--- src/rtl/pc_redirect_unit_pkg.sv ---
// Shared next-PC select encodings and default fetch addresses for the PC redirect unit.
package pc_redirect_unit_pkg;

  typedef enum logic [1:0] {
    Sequence = 2'b00,
    Branch   = 2'b01,
    Jump     = 2'b10,
    JumpReg  = 2'b11
  } npc_sel_e;

  localparam logic [31:0] RESET_PC_DEFAULT   = 32'h0000_3000;
  localparam logic [31:0] EXC_VECTOR_DEFAULT = 32'h0000_4180;

endpackage

--- src/rtl/pc_redirect_unit_target_calc.sv ---
// Combinational redirect target mux: branch offset add, jump concatenation, register pass-through.
module pc_target_calc
  import pc_redirect_unit_pkg::*;
(
  input  logic [1:0]  sel_i,
  input  logic [31:0] pc_plus4_i,
  input  logic [15:0] imm16_i,
  input  logic [25:0] index26_i,
  input  logic [31:0] rs_val_i,
  output logic [31:0] target_o,
  output logic        redirect_o
);

  always_comb begin
    target_o   = pc_plus4_i;
    redirect_o = 1'b0;
    case (sel_i)
      Branch: begin
        target_o   = pc_plus4_i + {{14{imm16_i[15]}}, imm16_i, 2'b00};
        redirect_o = 1'b1;
      end
      Jump: begin
        target_o   = {pc_plus4_i[31:28], index26_i, 2'b00};
        redirect_o = 1'b1;
      end
      JumpReg: begin
        target_o   = rs_val_i;
        redirect_o = 1'b1;
      end
      // Sequence and any unresolved select value fall through as no redirect.
      default: begin
        target_o   = pc_plus4_i;
        redirect_o = 1'b0;
      end
    endcase
  end

endmodule

--- src/rtl/pc_redirect_unit.sv ---
// Fetch PC register with redirect buffering across IF stalls and IF/ID flush generation.
// Optional PC_ALIGN_CHECK_EN: misaligned redirect targets vector to EXC_VECTOR and pulse addr_err.
module pc_redirect_unit
  import pc_redirect_unit_pkg::*;
#(
`ifdef PC_ALIGN_CHECK_EN
  parameter logic [31:0] EXC_VECTOR = EXC_VECTOR_DEFAULT,
`endif
  parameter logic [31:0] RESET_PC   = RESET_PC_DEFAULT
) (
  input  logic        clk,
  input  logic        rst,
  input  logic        stall_i,
  input  logic [1:0]  branch_Or_Jump,
  input  logic [31:0] pc_plus4_id,
  input  logic [15:0] imm16_id,
  input  logic [25:0] index26_id,
  input  logic [31:0] rs_val_id,
  output logic [31:0] pc,
  output logic [31:0] pc_plus4,
  output logic        flush_if_id,
  output logic        redirect_pending,
  output logic        addr_err
);

  logic [31:0] pc_q, pc_d;
  logic        pending_valid_q, pending_valid_d;
  logic [31:0] pending_target_q, pending_target_d;
  logic [31:0] live_target, sel_target, load_target;
  logic        live_redirect, redirect_go;

  pc_target_calc u_target_calc (
    .sel_i      (branch_Or_Jump),
    .pc_plus4_i (pc_plus4_id),
    .imm16_i    (imm16_id),
    .index26_i  (index26_id),
    .rs_val_i   (rs_val_id),
    .target_o   (live_target),
    .redirect_o (live_redirect)
  );

  // A buffered redirect is older than whatever ID presents now, so it wins.
  assign sel_target  = pending_valid_q ? pending_target_q : live_target;
  assign redirect_go = !stall_i && (pending_valid_q || live_redirect);

`ifdef PC_ALIGN_CHECK_EN
  logic addr_err_q;
  logic misaligned;

  assign misaligned  = (sel_target[1:0] != 2'b00);
  assign load_target = misaligned ? EXC_VECTOR : sel_target;

  always_ff @(posedge clk) begin
    if (rst) addr_err_q <= 1'b0;
    else     addr_err_q <= redirect_go && misaligned;
  end

  assign addr_err = addr_err_q;
`else
  assign load_target = sel_target;
  assign addr_err    = 1'b0;
`endif

  always_comb begin
    pc_d             = pc_q + 32'd4;
    pending_valid_d  = pending_valid_q;
    pending_target_d = pending_target_q;
    if (stall_i) begin
      pc_d = pc_q;
      // ID is frozen while stalled, so only the first redirect seen is captured.
      if (live_redirect && !pending_valid_q) begin
        pending_valid_d  = 1'b1;
        pending_target_d = live_target;
      end
    end else begin
      pending_valid_d = 1'b0;
      if (redirect_go) pc_d = load_target;
    end
  end

  always_ff @(posedge clk) begin
    if (rst) begin
      pc_q             <= RESET_PC;
      pending_valid_q  <= 1'b0;
      pending_target_q <= 32'h0;
    end else begin
      pc_q             <= pc_d;
      pending_valid_q  <= pending_valid_d;
      pending_target_q <= pending_target_d;
    end
  end

  assign pc               = pc_q;
  assign pc_plus4         = pc_q + 32'd4;
  assign flush_if_id      = !rst && redirect_go;
  assign redirect_pending = pending_valid_q;

endmodule

--- config.mk ---
export PLATFORM = sky130hd
export DESIGN_NAME = pc_redirect_unit
export DESIGN_NICKNAME = d
export VERILOG_FILES = /design/src/rtl/pc_redirect_unit_pkg.sv /design/src/rtl/pc_redirect_unit_target_calc.sv /design/src/rtl/pc_redirect_unit.sv
export SDC_FILE = /design/constraint.sdc
export NUM_CORES = 1
export LEC_CHECK = 0
export CORE_MARGIN = 2
export CORE_UTILIZATION = 45
export CTS_BUF_LIST = sky130_fd_sc_hd__clkbuf_8
export CTS_CLUSTER_SIZE = 25
export DETAILED_ROUTE_END_ITERATION = 7
export GPL_TIMING_DRIVEN = 0
export HOLD_SLACK_MARGIN = 0.12
export PLACE_DENSITY = 0.8
export RECOVER_POWER = 100
export SLEW_MARGIN = 10
export SYNTH_ARGS = -nofsm -noshare
export SYNTH_HDL_FRONTEND = slang
export SYNTH_SLANG_ARGS = --single-unit
export TNS_END_PERCENT = 50
--- constraint.sdc ---
create_clock -name clk -period 2.8 [get_ports clk]
set_input_delay 0.28 -clock clk [delete_from_list [all_inputs] [get_ports clk]]
set_output_delay 0.28 -clock clk [all_outputs]
set_load 0.005 [all_outputs]
**Word level (Yosys, flattened, before mapping)**

Index checks and enable logic that the tools add are counted.

- Register bits: 65
- Bits of input ports: 111
- Output and inout port bits: 67
- Logic and storage cells: 23

- Add/sub/neg operators: 2
- Eq/ne operators: 3
- Muxes and demuxes: 4
- Bitwise operators: 1
- Reductions and logical operators: 10

Operators with widths:

| cell | number |
|---|---|
| $pmux 32 s3 | 1 |
| $mux 32 | 2 |
| $add 32x3->32 const B | 1 |
| $add 32x32->32 | 1 |
| $eq 2x2->1 const B | 2 |
| $logic_and 1x1->1 | 3 |
| $logic_not 1->1 | 3 |
| $reduce_or 3->1 | 1 |
| $eq 2x1->1 const B | 1 |
| $reduce_and 2->1 | 1 |
| $reduce_or 2->1 | 1 |
| $logic_or 1x1->1 | 1 |
| $mux 1 | 1 |
| $not 1->1 | 1 |

**Longest topological paths before layout**

- Depth after elaboration: 6
- Mapped depth: 12
- Depth with buffers taken out: 12

**Modules after synthesis**

Synthesis repeated with hierarchy kept, for this count alone.

- Cell total of the unflattened synthesis: 752
- Area, all modules: 5890.6 um2

Modules (own cells, without submodules):

| module | instances | cells an instance | area an instance (um2) | seq. area each (um2) |
|---|---|---|---|---|
| pc_redirect_unit | 1 | 493 | 3642.2 | 1301.2 |
| pc_target_calc | 1 | 259 | 2248.4 | 0.0 |

**Worst setup path before layout**

No wires, ideal clock.

- Path kind: input -> register
- Start: in pc_plus4_id[2]
- End: reg pc_q[18], in the netlist pc[18]
- Library setup time: 128 ps
- Data arrival time: 2476 ps
- Required time: 2672 ps
- Setup slack: 196 ps
- Stages: 12
- Buffers on the path: 0
- Cells stage by stage: ha_1 inv_1 fa_1 nand2b_1 a21oi_2 o21ai_2 a31oi_1 a221oi_2 xnor2_1 mux4_2 a221oi_2 nor2_1

- Cells in the longest elaborated chain, start to end: 4

RTL lines:

| item | RTL line | source |
|---|---|---|
| from (decl) | pc_redirect_unit.sv:15 | `input logic [31:0] pc_plus4_id,` |
| $add 32x32->32 | pc_redirect_unit_target_calc.sv:19 | `target_o = pc_plus4_i + {{14{imm16_i[15]}}, imm16_i, 2'b00};` |
| $pmux 32 s3 | pc_redirect_unit_target_calc.sv:17 | `case (sel_i)` |
| $mux 32 | pc_redirect_unit.sv:43 | `assign sel_target = pending_valid_q ? pending_target_q : live_target;` |
| $mux 32 | pc_redirect_unit.sv:77 | `if (redirect_go) pc_d = load_target;` |
| to (signal assigned) | pc_redirect_unit.sv:87 | `pc_q <= pc_d;` |
| to (decl) | pc_redirect_unit.sv:26 | `logic [31:0] pc_q, pc_d;` |

No other way between the ends.
A chain may end at the register's enable or synchronous reset.

**Worst setup path in the final report**

- Start: reg pc_q[10], in the netlist pc[10]
- End: out pc_plus4[20]

- Cells in the longest elaborated chain, start to end: 1

RTL lines:

| item | RTL line | source |
|---|---|---|
| $add 32x3->32 | pc_redirect_unit.sv:94 | `assign pc_plus4 = pc_q + 32'd4;` |
| to (decl) | pc_redirect_unit.sv:20 | `output logic [31:0] pc_plus4,` |

No other way between the ends.

==> reports/qor.tcl <==
set qor(endpoint) {pc_plus4[20]}
set qor(compound_gate_portion_of_the_synthesized_area_pct) 28.90
set qor(clock_tree_from_tritoncts) {done}
set qor(synth_seq_cells) 65
set qor(p_int_mw) 2.197
set qor(irDropWorstVdd_mv) 0.2762
set qor(maxSlewHeadroom_pct) 45.20
set qor(synthAdderAreaFrac_pct) 6.754
set qor(finalInstanceArea_um2) 8623
set qor(synthesis.area_per_instance_um2) 7.336
set qor(main_synth_ff_type) {sky130_fd_sc_hd__dfxtp_1}
set qor(globalRouteOverflowTotal) 0
set qor(share_seq_of_total_power_pct) 32.5
set qor(max_clock_freq_ghz) 0.3598
set qor(synth_top_cell_by_area) {sky130_fd_sc_hd__dfxtp_1}
set qor(critical_path.max_stage_delay_ns) 0.56
set qor(power.combinational.fraction_pct) 40.4
set qor(yosys.cell_count.top_type) {sky130_fd_sc_hd__nand2_1}
set qor(cts_inserted_buffers) 9
set qor(syn-cell-area_um2) 5854
set qor(clkSlewWorstSetupHoldPaths_ns) 0.07
set qor(cts-hold-fix-buffers) 0
set qor(via_count) 7258
set qor(final_nets) 1139
set qor(power.share.clock_pct) 27.1
set qor(static-leakage-power_nw) 3.314
set qor(netlist_instances) 798
set qor(synth_mux_area_share_pct) 5.578
set qor(report.final.setup_viol) 0
set qor(n_fill_cell) 1036
set qor(clk_root_buffer_cell) {sky130_fd_sc_hd__clkbuf_8}
set qor(crit_path_end_kind) {primary output}
set qor(critPathRequiredTime_ns) 2.52
set qor(hold_path.class) {in2reg}
set qor(die_x_um) 118.1
set qor(detailedRoute.firstIterationViolations) 761
set qor(synth-simple-area-share_pct) 24.81
set qor(die-area_um2) 13940
set qor(regToRegEndpoint) {pc[20]}
set qor(io_buffer_count) 174
set qor(wl_cell_um) 19.88
set qor(clock_latency_reported_for_the_late_side_of_the_worst_skew_pair_ns) 0.35
set qor(max_cap_violations) 0
set qor(floorplan.io_pins) 178
set qor(drt.antenna.violating_nets) 0
set qor(yosysWarnings) 0
set qor(outcome) {finished, final reports clean}
set qor(finalHoldViolations) 0
set qor(ctsHtreeMaxLevel) 3
set qor(detail_route.drc_violations) 0
set qor(vias_in_the_first_global_route) 6580
set qor(rsz0062_at_grt) {yes}
set qor(yosysSeqAreaShare_pct) 22.23
set qor(grt_util_all_layers_pct) 31.49
set qor(r2r_setup_slack_ns) 0.50
set qor(die_y_um) 118.1
set qor(dpl_cell_area_um2) 7811
set qor(max_slew.worst_pin.slew_ns) 0.8189
set qor(critical_path.slowest_cell) {sky130_fd_sc_hd__clkdlybuf4s50_1}
set qor(netlist-cell-type-count) 76
set qor(power-per-cell-area_nw_per_um2) 387.8
set qor(synthTopCellsByCount) {sky130_fd_sc_hd__nand2_1 (112), sky130_fd_sc_hd__a21oi_1 (87), sky130_fd_sc_hd__nor2_1 (77)}
set qor(layout-drive-gt1-share_pct) 14.77
set qor(final.setup.tns_ns) 0
set qor(num_antenna_cells) 0
set qor(path_cells) {and3_4, nand3_4, buf_4, nor2_2, nand3_1, xnor2_2, clkdlybuf4s50_1}
set qor(hpwlAfterDp_um) 17450
set qor(power.switching_mw) 1.147
set qor(core-area_um2) 12670
set qor(fp-row-count) 41
set qor(fin_crit_sh_pct) 99.27
set qor(worstReg2RegStart) {pc[10]}
set qor(ff2ff_path_depth) 9
set qor(synth_enable_flop_cells) 0
set qor(min_clock_period_post_route_ns) 2.780
set qor(proportion_of_netlist_area_held_by_the_largest_area_contributor_pct) 22.23
set qor(cp_data_arrival_time_ns) 2.50
set qor(worst-setup-path-type) {reg2out}
set qor(critical_path.max_fanout) 5
set qor(combinational_family_with_the_most_area_after_synthesis) {compound AO/OA/AOI/OAI gates}
set qor(clk_path_buf_depth) 2
set qor(cts_sinks) 65
set qor(first_pass_grt_wire_length_um) 35130
set qor(yosys-top-cells-area) {sky130_fd_sc_hd__dfxtp_1 (22%), sky130_fd_sc_hd__a21oi_1 (7.4%), sky130_fd_sc_hd__nand2_1 (7.2%)}
set qor(drt-pass1-iter-count) 6
set qor(total_power_mw) 3.344
set qor(critPathLaunchType) {register}
set qor(switching_share_pct) 34.31
set qor(crit_path_start) {pc[10]}
set qor(synth_xor_xnor_area_share_pct) 7.031
set qor(slew_viol_final) 0
set qor(async_flop_share_pct) 0
set qor(antenna_violations_before_repair) 0
set qor(grt_start_max_net_pins) 19
set qor(detail_route.vias_per_cell) 6.182
set qor(finalWirelength_um) 23340
set qor(initial_core_util_pct) 46.20
set qor(clock-skew-final_ns) 0.01335
set qor(syn-num-nets) 940
set qor(syn_to_final_growth_pct) 47.30
set qor(weighted_congestion_at_the_end_of_routability_driven_global_placement) 0.9615
-- per-stage QoR --
step	instances	hold WS [ns]	setup WS, ns	util, %
floorplan	798	0.4321	0.1964	-
global placement	1144	0.4373	-0.9888	61.65
detailed placement	1144	0.4466	-1.015	61.65
CTS	1165	0.4491	0.006900	65.42
global route	1174	0.4751	-0.02661	68.06
finish	1174	0.4504	0.02045	68.06
-- critical path: cells and delay by family, from the launching register on --
kind	cells	cell delay, ns
flops	1	0.39
simple gates	4	0.72
buf+inv	2	0.73
xor+xnor	1	0.30
-- state kept, by name, indices dropped and copies added (netlist names) --
signal and cells:
redirect_pending 1, pending_target_q 32, pc 32
-- final cells by class --
| type | instances | area, um^2 | area share, % |
|---|---|---|---|
| Multi-Input combinational cell | 665 | 4698 | 54.48 |
| Buffer | 48 | 212.7 | 2.467 |
| Inverter | 19 | 71.32 | 0.8270 |
| Clock buffer | 11 | 151.4 | 1.756 |
| Tap cell | 172 | 215.2 | 2.496 |
| Sequential cell | 65 | 1344 | 15.58 |
| Timing Repair Buffer | 189 | 1859 | 21.56 |
| Clock inverter | 5 | 71.32 | 0.8270 |
-- what timing repair did --
item,in CTS,in global routing
setup endpoints to repair,59,50
pin swaps,14,24
gates resized for setup,60,75
buffers inserted,5,10
-- power by group through the flow --
stage | clock, mW | sequential [mW] | combinational, mW
6_report | 0.906 | 1.09 | 1.35
5_1_grt | 0.942 | 1.10 | 1.44
3_3_place_gp | 0 | 1.09 | 1.20
4_1_cts | 0.896 | 1.08 | 1.26
3_5_place_dp | 0 | 1.09 | 1.22
2_1_floorplan | 0 | 1.08 | 0.689
-- how the worst min path moves through the flow --
| stage | from | to | slack, ns | depth (start not counted) |
|---|---|---|---|---|
| CTS | rst | pending_target_q[22] | 0.45 | 3 |
| global route | pending_target_q[13] | pending_target_q[13] | 0.48 | 2 |
| floorplan | pending_target_q[12] | pending_target_q[12] | 0.43 | 2 |
| global placement | pending_target_q[12] | pending_target_q[12] | 0.44 | 2 |
| finish | rst | pending_target_q[22] | 0.45 | 3 |
| detailed placement | pending_target_q[16] | pending_target_q[16] | 0.45 | 2 |
-- cells in the final DEF, fill, tap and decap left out, types with 11 or more instances in the layout --
master                            Yosys  routed
sky130_fd_sc_hd__clkdlybuf4s50_1      0     162
sky130_fd_sc_hd__nand2_1            112     111
sky130_fd_sc_hd__a21oi_1             87      81
sky130_fd_sc_hd__nor2_1              77      73
sky130_fd_sc_hd__dfxtp_1             65      49
sky130_fd_sc_hd__o21ai_0             42      38
sky130_fd_sc_hd__nand3_1             32      28
sky130_fd_sc_hd__clkbuf_1            35      27
sky130_fd_sc_hd__xnor2_1             33      25
sky130_fd_sc_hd__inv_1               18      20
sky130_fd_sc_hd__buf_4                3      19
sky130_fd_sc_hd__ha_1                30      19
sky130_fd_sc_hd__xor2_1              14      14
sky130_fd_sc_hd__nor3_1              19      14
sky130_fd_sc_hd__o211ai_1            12      12
sky130_fd_sc_hd__nand4_1             11      11
sky130_fd_sc_hd__nand2b_1            12      11
sky130_fd_sc_hd__clkbuf_8             0      11
-- routing by layer --
metal | vias up | global-route usage, % | share of wire, %
met1 | 3327 | 40.73 | 38
met2 | 516 | 50.98 | 47
li1 | 3338 | - | -
met3 | 77 | 5.959 | 12
met4 | 0 | 13.70 | 3.3
met5 | - | 0 | 0
-- logic make-up after synthesis --
logic type | Yosys count
AO/OA/AOI/OAI | 255
adder cells (fa/ha/maj) | 31
buffers and inverters | 68
AND/OR/NAND/NOR | 310
other | 1
flip-flops | 65
XOR/XNOR | 47
multiplexers | 21
(Power assumes the default switching activity.)
